`src/rtl/uart_pkg.sv`:
```
// rtl/uart_pkg.sv - shared UART constants and receiver state encodings (used by rxuart and txuart)
package uart_pkg;

  localparam int DEFAULT_CLKS_PER_BAUD = 16;
  localparam int DATA_BITS             = 8;
  localparam int FRAME_BITS            = 10;

  localparam logic [2:0] RX_IDLE   = 3'd0;
  localparam logic [2:0] RX_START  = 3'd1;
  localparam logic [2:0] RX_DATA   = 3'd2;
  localparam logic [2:0] RX_PARITY = 3'd3;
  localparam logic [2:0] RX_STOP   = 3'd4;
  localparam logic [2:0] RX_BREAK  = 3'd5;

endpackage

```
`src/rtl/uart_sync.sv`:
```
// rtl/uart_sync.sv - two-flop synchroniser with a configurable reset value
module uart_sync #(
  parameter logic RESET_VAL = 1'b1
) (
  input  logic i_clk,
  input  logic i_rst_n,
  input  logic i_d,
  output logic o_q
);

  logic r_meta;

  always_ff @(posedge i_clk or negedge i_rst_n) begin
    if (!i_rst_n) begin
      r_meta <= RESET_VAL;
      o_q    <= RESET_VAL;
    end else begin
      r_meta <= i_d;
      o_q    <= r_meta;
    end
  end

endmodule

```
`src/rtl/rxuart.sv`:
```
// rtl/rxuart.sv - UART receiver, 8N1 with mid-bit sampling and a one-cycle byte strobe.
// Defining RXUART_PARITY_EN adds one even-parity bit between the data and stop bits.
module rxuart
  import uart_pkg::*;
#(
  parameter int CLKS_PER_BAUD = DEFAULT_CLKS_PER_BAUD
) (
  input  logic       i_clk,
  input  logic       i_rst_n,
  input  logic       i_uart_rx,
  output logic       o_rx_stb,
  output logic [7:0] o_rx_data,
  output logic       o_frame_err,
  output logic       o_parity_err,
  output logic       o_rx_busy
);

  localparam int              CW     = $clog2(CLKS_PER_BAUD);
  localparam logic [CW-1:0]   RELOAD = CW'(CLKS_PER_BAUD - 1);
  localparam logic [CW-1:0]   HALF   = CW'(CLKS_PER_BAUD / 2 - 1);

  logic                 w_rx_s;
  logic                 w_tick;
  logic [2:0]           r_state;
  logic [CW-1:0]        r_baud_cnt;
  logic [2:0]           r_bit_idx;
  logic [DATA_BITS-1:0] r_shift;
`ifdef RXUART_PARITY_EN
  logic                 r_parity;
`endif

  uart_sync #(.RESET_VAL(1'b1)) u_sync (
    .i_clk   (i_clk),
    .i_rst_n (i_rst_n),
    .i_d     (i_uart_rx),
    .o_q     (w_rx_s)
  );

  assign w_tick    = (r_baud_cnt == '0);
  assign o_rx_busy = (r_state != RX_IDLE);

`ifndef RXUART_PARITY_EN
  assign o_parity_err = 1'b0;
`endif

  always_ff @(posedge i_clk or negedge i_rst_n) begin
    if (!i_rst_n) begin
      r_state     <= RX_IDLE;
      r_baud_cnt  <= HALF;
      r_bit_idx   <= 3'd0;
      r_shift     <= '0;
      o_rx_stb    <= 1'b0;
      o_rx_data   <= 8'h00;
      o_frame_err <= 1'b0;
`ifdef RXUART_PARITY_EN
      r_parity     <= 1'b0;
      o_parity_err <= 1'b0;
`endif
    end else begin
      o_rx_stb    <= 1'b0;
      o_frame_err <= 1'b0;
`ifdef RXUART_PARITY_EN
      o_parity_err <= 1'b0;
`endif
      // Preloading half a bit while idle puts every later tick at mid-bit.
      if (r_state == RX_IDLE)
        r_baud_cnt <= HALF;
      else if (w_tick)
        r_baud_cnt <= RELOAD;
      else
        r_baud_cnt <= r_baud_cnt - 1'b1;

      case (r_state)
        RX_IDLE: begin
          if (!w_rx_s)
            r_state <= RX_START;
        end
        RX_START: begin
          if (w_tick) begin
            if (!w_rx_s) begin
              r_state   <= RX_DATA;
              r_bit_idx <= 3'd0;
            end else begin
              r_state <= RX_IDLE;
            end
          end
        end
        RX_DATA: begin
          if (w_tick) begin
            r_shift   <= {w_rx_s, r_shift[DATA_BITS-1:1]};
            r_bit_idx <= r_bit_idx + 3'd1;
            if (r_bit_idx == 3'(DATA_BITS - 1)) begin
`ifdef RXUART_PARITY_EN
              r_state <= RX_PARITY;
`else
              r_state <= RX_STOP;
`endif
            end
          end
        end
`ifdef RXUART_PARITY_EN
        RX_PARITY: begin
          if (w_tick) begin
            r_parity <= w_rx_s;
            r_state  <= RX_STOP;
          end
        end
`endif
        RX_STOP: begin
          if (w_tick) begin
            o_rx_data <= r_shift;
            o_rx_stb  <= 1'b1;
`ifdef RXUART_PARITY_EN
            o_parity_err <= (^r_shift) != r_parity;
`endif
            if (w_rx_s) begin
              r_state <= RX_IDLE;
            end else begin
              o_frame_err <= 1'b1;
              r_state     <= RX_BREAK;
            end
          end
        end
        RX_BREAK: begin
          if (w_rx_s)
            r_state <= RX_IDLE;
        end
        default: r_state <= RX_IDLE;
      endcase
    end
  end

endmodule

```
`config.mk`:
```
export PLATFORM = sky130hd
export DESIGN_NAME = rxuart
export DESIGN_NICKNAME = d
export VERILOG_FILES = /design/src/rtl/uart_pkg.sv /design/src/rtl/uart_sync.sv /design/src/rtl/rxuart.sv
export SDC_FILE = /design/constraint.sdc
export NUM_CORES = 1
export LEC_CHECK = 0
export ABC_AREA = 1
export ABC_CLOCK_PERIOD_IN_PS = 2900
export BUFFER_PORTS_ARGS = -buffer_cell sky130_fd_sc_hd__buf_2
export CORE_MARGIN = 10
export CORE_UTILIZATION = 40
export DETAILED_ROUTE_END_ITERATION = 7
export PLACE_DENSITY_LB_ADDON = 0.15
export SLEW_MARGIN = 20
export SYNTH_ARGS = -nofsm -noshare
export SYNTH_HDL_FRONTEND = slang
export SYNTH_SLANG_ARGS = --single-unit
```
`constraint.sdc`:
```
create_clock -name i_clk -period 2.9 [get_ports i_clk]
set_clock_uncertainty 0.05 [all_clocks]
set_input_delay 0.145 -clock i_clk [delete_from_list [all_inputs] [get_ports i_clk]]
set_output_delay 0.145 -clock i_clk [all_outputs]
set_load 0.01 [all_outputs]
```
==> results of run 1 <==
[layout make-up]
type	count	area share, %
inverters	17	4.194
clock inverters	3	2.632
repair buffers	15	5.592
clock buffers	5	2.467
flip-flops and latches	30	49.75
multi-input cells	90	31.74
well taps	44	3.618
[critical path, cell delays in order (launching register included)]
cell	delay, ns
dfstp_2	0.54
inv_1	0.05
ha_1	0.25
nand2_2	0.12
inv_2	0.07
nand2_1	0.48
nand2_1	0.13
o21ai_2	0.08
[logic make-up (layout without fill, tap and decap cells)]
kind of cell	count (synthesis)	count (layout)	synth area share, %
and+or+nand+nor	67	67	23.39
buffers and inverters	21	40	7.296
AOI/OAI and AO/OA	19	19	9.635
other	1	1	0.2804
adders and majority gates	3	3	2.807
DFF	30	30	56.60
[sequential cells by signal, indices dropped and copies added, names as in the netlist]
name / count
o_frame_err: 1
r_state: 3
u_sync.o_q: 1
o_rx_stb: 1
r_shift: 8
u_sync.r_meta: 1
r_bit_idx: 3
r_baud_cnt: 4
o_rx_data: 8
[synth_stat cells (all sizes together)]
master / count / share of area [%]
dfstp: 5 / 9.8
nand4: 2 / 0.94
buf: 4 / 2.5
ha: 3 / 2.8
o21ai: 17 / 8.9
inv: 17 / 4.8
nand3: 11 / 5.4
a21oi: 2 / 0.75
nor2: 9 / 3.5
or2: 1 / 0.47
conb: 1 / 0.28
nand2: 44 / 13
dfrtp: 25 / 47
[power by group]
group / leakage [uW] / internal [uW] / switching (uW)
Clock: 0.0000450 / 178 / 145
Combinational: 0.000334 / 54.8 / 112
Sequential: 0.000400 / 455 / 17.5
[per-stage QoR]
stage                     util (%)  instance area, um^2
after floorplan                  -                 1338
after global placement       45.52                 1424
after detailed placement     45.52                 1424
after CTS                    48.64                 1521
after global routing         48.64                 1521
final                        48.64                 1521
[layer usage]
layer	share of wire [%]	GRT usage, %	vias to the layer above
met5	0	0	-
met4	2.0	3.832	0
met3	6.9	4.724	5
met2	45	12.60	16
met1	46	9.227	414
li1	-	-	481
[final timing paths]
check                              start      endpoint  cells after the start
setup / recovery           r_baud_cnt[0]    r_shift[0]                      7
hold / removal             u_sync.r_meta    u_sync.o_q                      0
setup reg to reg           r_baud_cnt[0]    r_shift[0]                      7
hold reg to reg            u_sync.r_meta    u_sync.o_q                      0
max in group asynchronous        i_rst_n    r_state[2]                      2
min in group asynchronous        i_rst_n  o_rx_data[4]                      2
[what timing repair did]
item                      4_1_cts  5_1_grt
gates resized for setup         0        0
hold endpoints to repair       26        0
hold buffers                    2        0
==> metrics.md, run 1 <==
| Metric | Value |
|---|---|
| Setup slack, reg-to-reg | `1.06 ns` |
| Via count | `916` |
| Total Power | `962.7 uW` |
| Syn Nets | `147` |
| Global-route wire length before repair | `4091 um` |
| Core area | `3128 um^2` |
| Yosys warning count | `0` |
| Die H | `77.83 um` |
| Ant diodes | `0` |
| DR iter-0 viols | `53` |
| Worst-Skew Late Latency | `0.33 ns` |
| Cell Count, Final, Fillers Out | `204` |
| Drt total wl | `2238 um` |
| Vias in the first global route | `930` |
| CTS tree | `yes` |
| Pins Over Slew Limit | `0` |
| Worst slew margin | `56.47%` |
| Post-DR vias/cell | `4.490` |
| RSZ-0062 raised after global routing | `no` |
| Critical Path Start Type | `register` |
| Max FO, Critical Path | `20` |
| Layout cells sized above 1 | `30.63%` |
| Final net count | `165` |
| Critical Path End Type | `register` |
| Cell Pwr Density | `632.8 nW/um^2` |
| Reg clk slew, reported paths | `0.10 ns` |
| Clock Sinks | `30` |
| Starting Density | `42.76%` |
| Area growth syn-to-layout | `13.75%` |
| Root Driver | `clkbuf_4` |
| Final worst slack | `1.058 ns` |
| TritonRoute pass-1 iters | `4` |
| FF+latch area | `757.0 um^2` |
| Endpoints failing hold | `0` |
| Fin crit period | `1.842 ns` |
| Die W | `77.83 um` |
| Dpl ws | `1.066 ns` |
| Setup CP Type | `register to register` |
| H-tree depth | `2` |
| Max Freq | `542.8 MHz` |
| Sum Neg Setup Slack | `0 ns` |
| Area occupied by multi-input gates | `483.0 um^2` |
| Routed length per placed instance | `10.97 um` |
| Most common cell after layout, fill and taps aside | `nand2_1` |
| Seq/Total Area, Yosys | `56.59%` |
| Largest net degree at the start of global routing | `31` |
| Commonest non-fill, non-tap cells in the layout | `nand2_1 (40), dfrtp_1 (25), inv_1 (13), buf_2 (13)` |
| DRC viols | `0` |
| Fin Hold WS | `0.3116 ns` |
| Seq cells post-synth | `30` |
| Tot GR Track Use | `8.302%` |
| Worst min path class | `register to register` |
| Post-Place Cells | `194` |
| CTS max path bufs | `2` |
| Layout fillers | `295` |
| Maximum capacitance violations | `0` |
| Post-CTS setup buffers | `0` |
| Setup violators final | `0` |
| Post-Syn Area | `1338 um^2` |
| Mapped Cells | `141` |
| Dpl hpwl | `1590 um` |
| CP required | `3.11 ns` |
| Initial antenna violation count | `0` |
| Period Utilization, post-route | `63.53%` |
| Worst endpoint data arrival time | `2.05 ns` |
| Std cell rows | `20` |
| Slew @ Worst Pin | `0.6529 ns` |
| Io pins | `15` |
| RePlAce Congestion | `0.8112` |
| Leak | `0.0007792 uW` |
| Post-Syn Area per Cell | `9.486 um^2` |
| CTS Buf Count | `5` |
| Global route total overflow | `0` |
| IO buf count | `13` |
| Routed Antenna Nets | `0` |
| Netlist cell types | `22` |
| Die area | `6057 um^2` |
| Outcome | `finished clean` |
| Max VDD drop | `327.2 uV` |
No activity file was read; power rests on OpenSTA's default activity.
==> run 2: changes to the inputs <==
--- a/config.mk
+++ b/config.mk
@@ -6,7 +6,7 @@
 export NUM_CORES = 1
 export LEC_CHECK = 0
 export ABC_AREA = 1
-export ABC_CLOCK_PERIOD_IN_PS = 2900
+export ABC_CLOCK_PERIOD_IN_PS = 1510
 export BUFFER_PORTS_ARGS = -buffer_cell sky130_fd_sc_hd__buf_2
 export CORE_MARGIN = 10
 export CORE_UTILIZATION = 40
==> constraint.sdc (replaced) <==
create_clock -name i_clk -period 1.51 [get_ports i_clk]
set_clock_uncertainty 0.05 [all_clocks]
set_input_delay 0.0755 -clock i_clk [delete_from_list [all_inputs] [get_ports i_clk]]
set_output_delay 0.0755 -clock i_clk [all_outputs]
set_load 0.01 [all_outputs]
==> run 2 against run 1 <==
Net effect:
- wire length grew 10%
- utilization rose by 3.3 points
- first-iteration DRC count down 60%
- fmax up 31%
- cell area rose by 6.8%
- non-clock buffer count increased by 6
- cell count rose by 2.9%
- via count is 6.0% higher
- die area did not move
- worst hold slack got worse by 0.074 ns
- sequential power grew 93%
- setup slack worse by 0.95 ns
- largest cell class unchanged
==> metrics.md, run 2 (synthesized netlist as in run 1, its figures left out) <==
| Metric | Value |
|---|---|
| Outcome | `finished clean` |
| CP max stage cell | `dfstp_2` |
| Final worst slack | `0.1048 ns` |
| Worst min path class | `input port to asynchronous set/reset pin` |
| Dpl hpwl | `1687 um` |
| IO buf count | `13` |
| Std cell rows | `20` |
| Core area | `3128 um^2` |
| H-tree depth | `2` |
| Fin crit period | `1.405 ns` |
| Combinational power share | `19.6%` |
| Slew @ Worst Pin | `0.6648 ns` |
| CTS tree | `yes` |
| Fin Hold WS | `0.2373 ns` |
| Flop pwr share | `51.3%` |
| Post-DR vias/cell | `4.624` |
| Post-CTS setup buffers | `0` |
| Die W | `77.83 um` |
| Critical Path Start Type | `register` |
| Reg clk slew, reported paths | `0.10 ns` |
| Dpl ws | `0.06087 ns` |
| Regs by FF count | `o_rx_data: 8 flops, r_shift: 8 flops, r_baud_cnt: 4 flops` |
| Ant diodes | `0` |
| Via count | `971` |
| Cell Count, Final, Fillers Out | `210` |
| Sw Share | `31.34%` |
| Cell Pwr Density | `1091 nW/um^2` |
| CP required | `1.73 ns` |
| Setup violators final | `0` |
| Vias in the first global route | `953` |
| Pins Over Slew Limit | `0` |
| Period Utilization, post-route | `93.06%` |
| Area after DPL | `1499 um^2` |
| Setup CP Type | `register to register` |
| Area growth syn-to-layout | `21.52%` |
| DRC viols | `0` |
| Routed length per placed instance | `11.76 um` |
| Cell area after layout | `1625 um^2` |
| Max VDD drop | `692.0 uV` |
| Worst-path cell chain | `inv_1, ha_2, nand2_2, inv_2, nand2_4, clkbuf_16, nand2_1, o21ai_2` |
| R2R depth | `8` |
| Worst-Skew Late Latency | `0.34 ns` |
| NetSw | `555.9 uW` |
| Layout fillers | `300` |
| Power Internal | `1218 uW` |
| Commonest non-fill, non-tap cells in the layout | `nand2_1 (37), dfrtp_1 (25), inv_1 (13), buf_2 (13)` |
| Critical Path End Type | `register` |
| Die H | `77.83 um` |
| Leak | `0.0008393 uW` |
| Max FO, Critical Path | `10` |
| Most common cell after layout, fill and taps aside | `nand2_1` |
| Final net count | `171` |
| Clock Power Share | `29.0%` |
| Drt total wl | `2469 um` |
| Maximum capacitance violations | `0` |
| DR iter-0 viols | `21` |
| Slowest stage delay, CP | `0.54 ns` |
| Layout cells sized above 1 | `36.14%` |
| Starting Density | `42.76%` |
| Initial antenna violation count | `0` |
| Max Freq | `711.6 MHz` |
| TritonRoute pass-1 iters | `4` |
| Die area | `6057 um^2` |
| CTS Buf Count | `5` |
| Post-Place Cells | `199` |
| Io pins | `15` |
| Routed Antenna Nets | `0` |
| Endpoints failing hold | `0` |
| Global route total overflow | `0` |
| CTS max path bufs | `2` |
| Clock Sinks | `30` |
| Tot GR Track Use | `8.772%` |
| Worst slew margin | `55.68%` |
| Root Driver | `clkbuf_4` |
| Worst endpoint data arrival time | `1.63 ns` |
| Largest net degree at the start of global routing | `31` |
| Sum Neg Setup Slack | `0 ns` |
| RSZ-0062 raised after global routing | `no` |
| RePlAce Congestion | `0.8615` |
| Global-route wire length before repair | `4167 um` |
[run 2: cell types whose count changed in the layout (fill, tap and decap cells not counted), sizes merged]
cell | before | now
buf | 13 | 18
clkbuf | 5 | 7
bufinv | 1 | 0
clkinv | 2 | 1
clkinvlp | 0 | 1
[run 2: cell type report]
class	count	area [um^2]	share of cell area, %
Multi-Input combinational cell	90	500.5	30.79
Clock buffer	6	51.30	3.156
Tap cell	44	55.05	3.387
Timing Repair Buffer	21	185.2	11.39
Clock inverter	2	12.51	0.7698
Sequential cell	30	757.0	46.57
Inverter	17	63.81	3.926
[run 2: repair_timing]
item	CTS	global route
endpoints found under the setup margin	0	14
endpoints found under the hold margin	26	0
resized for setup	0	6
hold buffers	2	0
[run 2: through the flow]
stage | utilization (%) | power [uW]
after global placement | 47.92 | 1235
after detailed placement | 47.92 | 1247
after CTS | 50.60 | 1784
after global routing | 51.96 | 1897
final | 51.96 | 1774
after floorplan | - | 1156
[run 2: power groups by stage]
stage / sequential, uW / clock, uW / combinational [uW]
2_1_floorplan: 915 / 0 / 241
3_3_place_gp: 920 / 0 / 315
3_5_place_dp: 922 / 0 / 324
4_1_cts: 907 / 534 / 343
5_1_grt: 918 / 575 / 404
6_report: 910 / 515 / 348
[run 2: layer usage]
layer  track usage [%]  wire, um
met5                 0         0
met2             12.85      1182
met3             6.452       194
met4             5.657        40
met1             8.672      1051
[run 2: worst paths after layout]
check | endpoint | slack (ns) | startpoint
min in group i_clk | u_sync.o_q | 0.31 | u_sync.r_meta
worst min-delay path | r_shift[4] | 0.24 | i_rst_n
max in group asynchronous | r_baud_cnt[3] | 0.73 | i_rst_n
worst max-delay path | r_shift[0] | 0.10 | r_baud_cnt[0]
worst min register to register | u_sync.o_q | 0.31 | u_sync.r_meta
worst max register to register | r_shift[0] | 0.10 | r_baud_cnt[0]
[run 2: critical path, delay by kind of cell (launching register included)]
family                   cells  cell delay, ns
adder cells (fa/ha/maj)      1            0.19
flip-flops                   1            0.54
buffers and inverters        3            0.29
AND/OR/NAND/NOR              3            0.23
AO/OA/AOI/OAI                1            0.05
==> run 3: changes to the inputs <==
--- a/config.mk
+++ b/config.mk
@@ -6,12 +6,14 @@
 export NUM_CORES = 1
 export LEC_CHECK = 0
 export ABC_AREA = 1
-export ABC_CLOCK_PERIOD_IN_PS = 1510
+export ABC_CLOCK_PERIOD_IN_PS = 1700
 export BUFFER_PORTS_ARGS = -buffer_cell sky130_fd_sc_hd__buf_2
 export CORE_MARGIN = 10
 export CORE_UTILIZATION = 40
+export CTS_BUF_LIST = sky130_fd_sc_hd__clkbuf_16
 export DETAILED_ROUTE_END_ITERATION = 7
 export PLACE_DENSITY_LB_ADDON = 0.15
+export SKIP_CTS_REPAIR_TIMING = 1
 export SLEW_MARGIN = 20
 export SYNTH_ARGS = -nofsm -noshare
 export SYNTH_HDL_FRONTEND = slang
==> constraint.sdc (replaced) <==
create_clock -name i_clk -period 1.7 [get_ports i_clk]
set_clock_uncertainty 0.05 [all_clocks]
set_input_delay 0.085 -clock i_clk [delete_from_list [all_inputs] [get_ports i_clk]]
set_output_delay 0.085 -clock i_clk [all_outputs]
set_load 0.01 [all_outputs]
==> run 3 against run 2 <==
Net effect:
- cell count shrank 0.95%
- wire length is 4.9% lower
- via count is 3.9% lower
- cell area increased by 1.0%
- utilization is 0.52 points higher
- sequential cell count did not move
- die area did not move
- power grew 6.6%
- global-route usage hardly changed
- combinational power down 19%
- non-clock buffer count is 1 lower
- clock-buffer cell count down 1
- critical endpoint is now r_shift[1]
==> metrics.md, run 3 (synthesized netlist as in run 1, its figures left out) <==
| Metric | Value |
|---|---|
| Outcome | `finished clean` |
| Maximum capacitance violations | `0` |
| Initial antenna violation count | `0` |
| Final worst slack | `0.1549 ns` |
| Core area | `3128 um^2` |
| Drt total wl | `2349 um` |
| Critical Path Start Type | `register` |
| Max VDD drop | `653.9 uV` |
| Worst endpoint data arrival time | `1.69 ns` |
| Dpl hpwl | `1590 um` |
| Reg clk slew, reported paths | `0.05 ns` |
| Final net count | `170` |
| Layout cells sized above 1 | `32.32%` |
| Starting Density | `42.76%` |
| CTS max path bufs | `2` |
| Total Power | `1891 uW` |
| Leak | `0.0008375 uW` |
| Worst-Skew Late Latency | `0.27 ns` |
| R2R Path Start | `r_baud_cnt[0]` |
| RSZ-0062 raised after global routing | `no` |
| Io pins | `15` |
| Post-Route Utilization | `52.48%` |
| DRC viols | `0` |
| Clock Sinks | `30` |
| Max FO, Critical Path | `20` |
| Std cell rows | `20` |
| Dpl ws | `0.1321 ns` |
| Die area | `6057 um^2` |
| Post-DR vias/cell | `4.486` |
| Area growth syn-to-layout | `22.73%` |
| Max Freq | `647.2 MHz` |
| Hold path endpoint | `u_sync.o_q` |
| Commonest non-fill, non-tap cells in the layout | `nand2_1 (40), dfrtp_1 (25), inv_1 (13), buf_2 (13)` |
| Routed length per placed instance | `11.29 um` |
| Global-route wire length before repair | `4209 um` |
| Largest net degree at the start of global routing | `31` |
| Slew @ Worst Pin | `0.6593 ns` |
| Die W | `77.83 um` |
| Cell Pwr Density | `1152 nW/um^2` |
| IO buf count | `13` |
| Endpoints failing hold | `0` |
| Capturing point of the worst reg2reg path | `r_shift[1]` |
| CTS Buf Count | `5` |
| Ant diodes | `0` |
| Tot GR Track Use | `8.743%` |
| Routed Antenna Nets | `0` |
| Setup CP Type | `register to register` |
| Regs by FF count | `o_rx_data: 8 flops, r_shift: 8 flops, r_baud_cnt: 4 flops` |
| Area occupied by multi-input gates | `483.0 um^2` |
| CTS tree | `yes` |
| RePlAce Congestion | `0.8294` |
| H-tree depth | `2` |
| Hold depth | `0` |
| Vias in the first global route | `967` |
| Hold_sp | `u_sync.r_meta` |
| CP required | `1.84 ns` |
| Period Utilization, post-route | `90.89%` |
| TritonRoute pass-1 iters | `4` |
| Pins Over Slew Limit | `0` |
| Worst slew margin | `56.04%` |
| Critical Path End Type | `register` |
| Die H | `77.83 um` |
| Via count | `933` |
| DR iter-0 viols | `50` |
| Layout fillers | `291` |
| Setup violators final | `0` |
| Worst min path class | `register to register` |
| Global route total overflow | `0` |
| Root Driver | `clkbuf_16` |
| Fin crit period | `1.545 ns` |
| Sum Neg Setup Slack | `0 ns` |
| R2R depth | `8` |
| Setup slack, reg-to-reg | `0.15 ns` |
| FF+latch area | `757.0 um^2` |
| Most common cell after layout, fill and taps aside | `nand2_1` |
run 3: per-stage QoR:
step / hold WS [ns] / area, um^2 / instances
finish: 0.3039 / 1642 / 208
global route: 0.3073 / 1642 / 208
detailed placement: 0.1100 / 1444 / 195
floorplan: -0.2606 / 1338 / 141
CTS: -0.1793 / 1579 / 202
global placement: 0.1003 / 1444 / 195
run 3: how the worst max path moves through the flow:
| stage | start | end | slack [ns] | depth (start not counted) |
|---|---|---|---|---|
| detailed placement | r_baud_cnt[0] | o_rx_data[0] | 0.13 | 8 |
| global route | r_baud_cnt[0] | r_bit_idx[2] | 0.03 | 8 |
| global placement | r_baud_cnt[0] | o_rx_data[0] | 0.18 | 8 |
| CTS | r_baud_cnt[0] | o_rx_data[0] | 0.12 | 8 |
| floorplan | r_baud_cnt[0] | r_bit_idx[0] | 0.28 | 8 |
| finish | r_baud_cnt[0] | r_shift[1] | 0.15 | 8 |
run 3: power breakdown:
group	total, uW	leakage, uW	internal (uW)	switching (uW)
registers	808	0.000400	778	30.0
clock network	800	0.0000694	525	275
logic	283	0.000368	94.3	189
total	1890	0.000837	1400	493
run 3: worst max-delay path, stage by stage (launching register included):
cell     delay, ns
dfstp_2       0.52
inv_1         0.05
ha_1          0.25
nand2_2       0.12
inv_2         0.07
nand2_1       0.11
buf_12        0.16
nand2_1       0.05
o21ai_1       0.07
run 3: final cells by class:
| class | instances | share of cell area [%] |
|---|---|---|
| Tap cell | 44 | 3.354 |
| Timing Repair Buffer | 20 | 8.994 |
| Clock inverter | 2 | 0.6098 |
| Inverter | 17 | 3.887 |
| Clock buffer | 5 | 7.622 |
| Sequential cell | 30 | 46.11 |
| Multi-Input combinational cell | 90 | 29.42 |
run 3: metal layers:
layer / GRT usage (%) / share of wire [%] / routed length (um) / vias to the layer above
li1: - / - / - / 487
met1: 9.134 / 43 / 1004 / 421
met2: 13.35 / 46 / 1092 / 21
met3: 4.954 / 9.1 / 214 / 4
met4: 5.474 / 1.6 / 38 / 0
met5: 0 / 0 / 0 / -
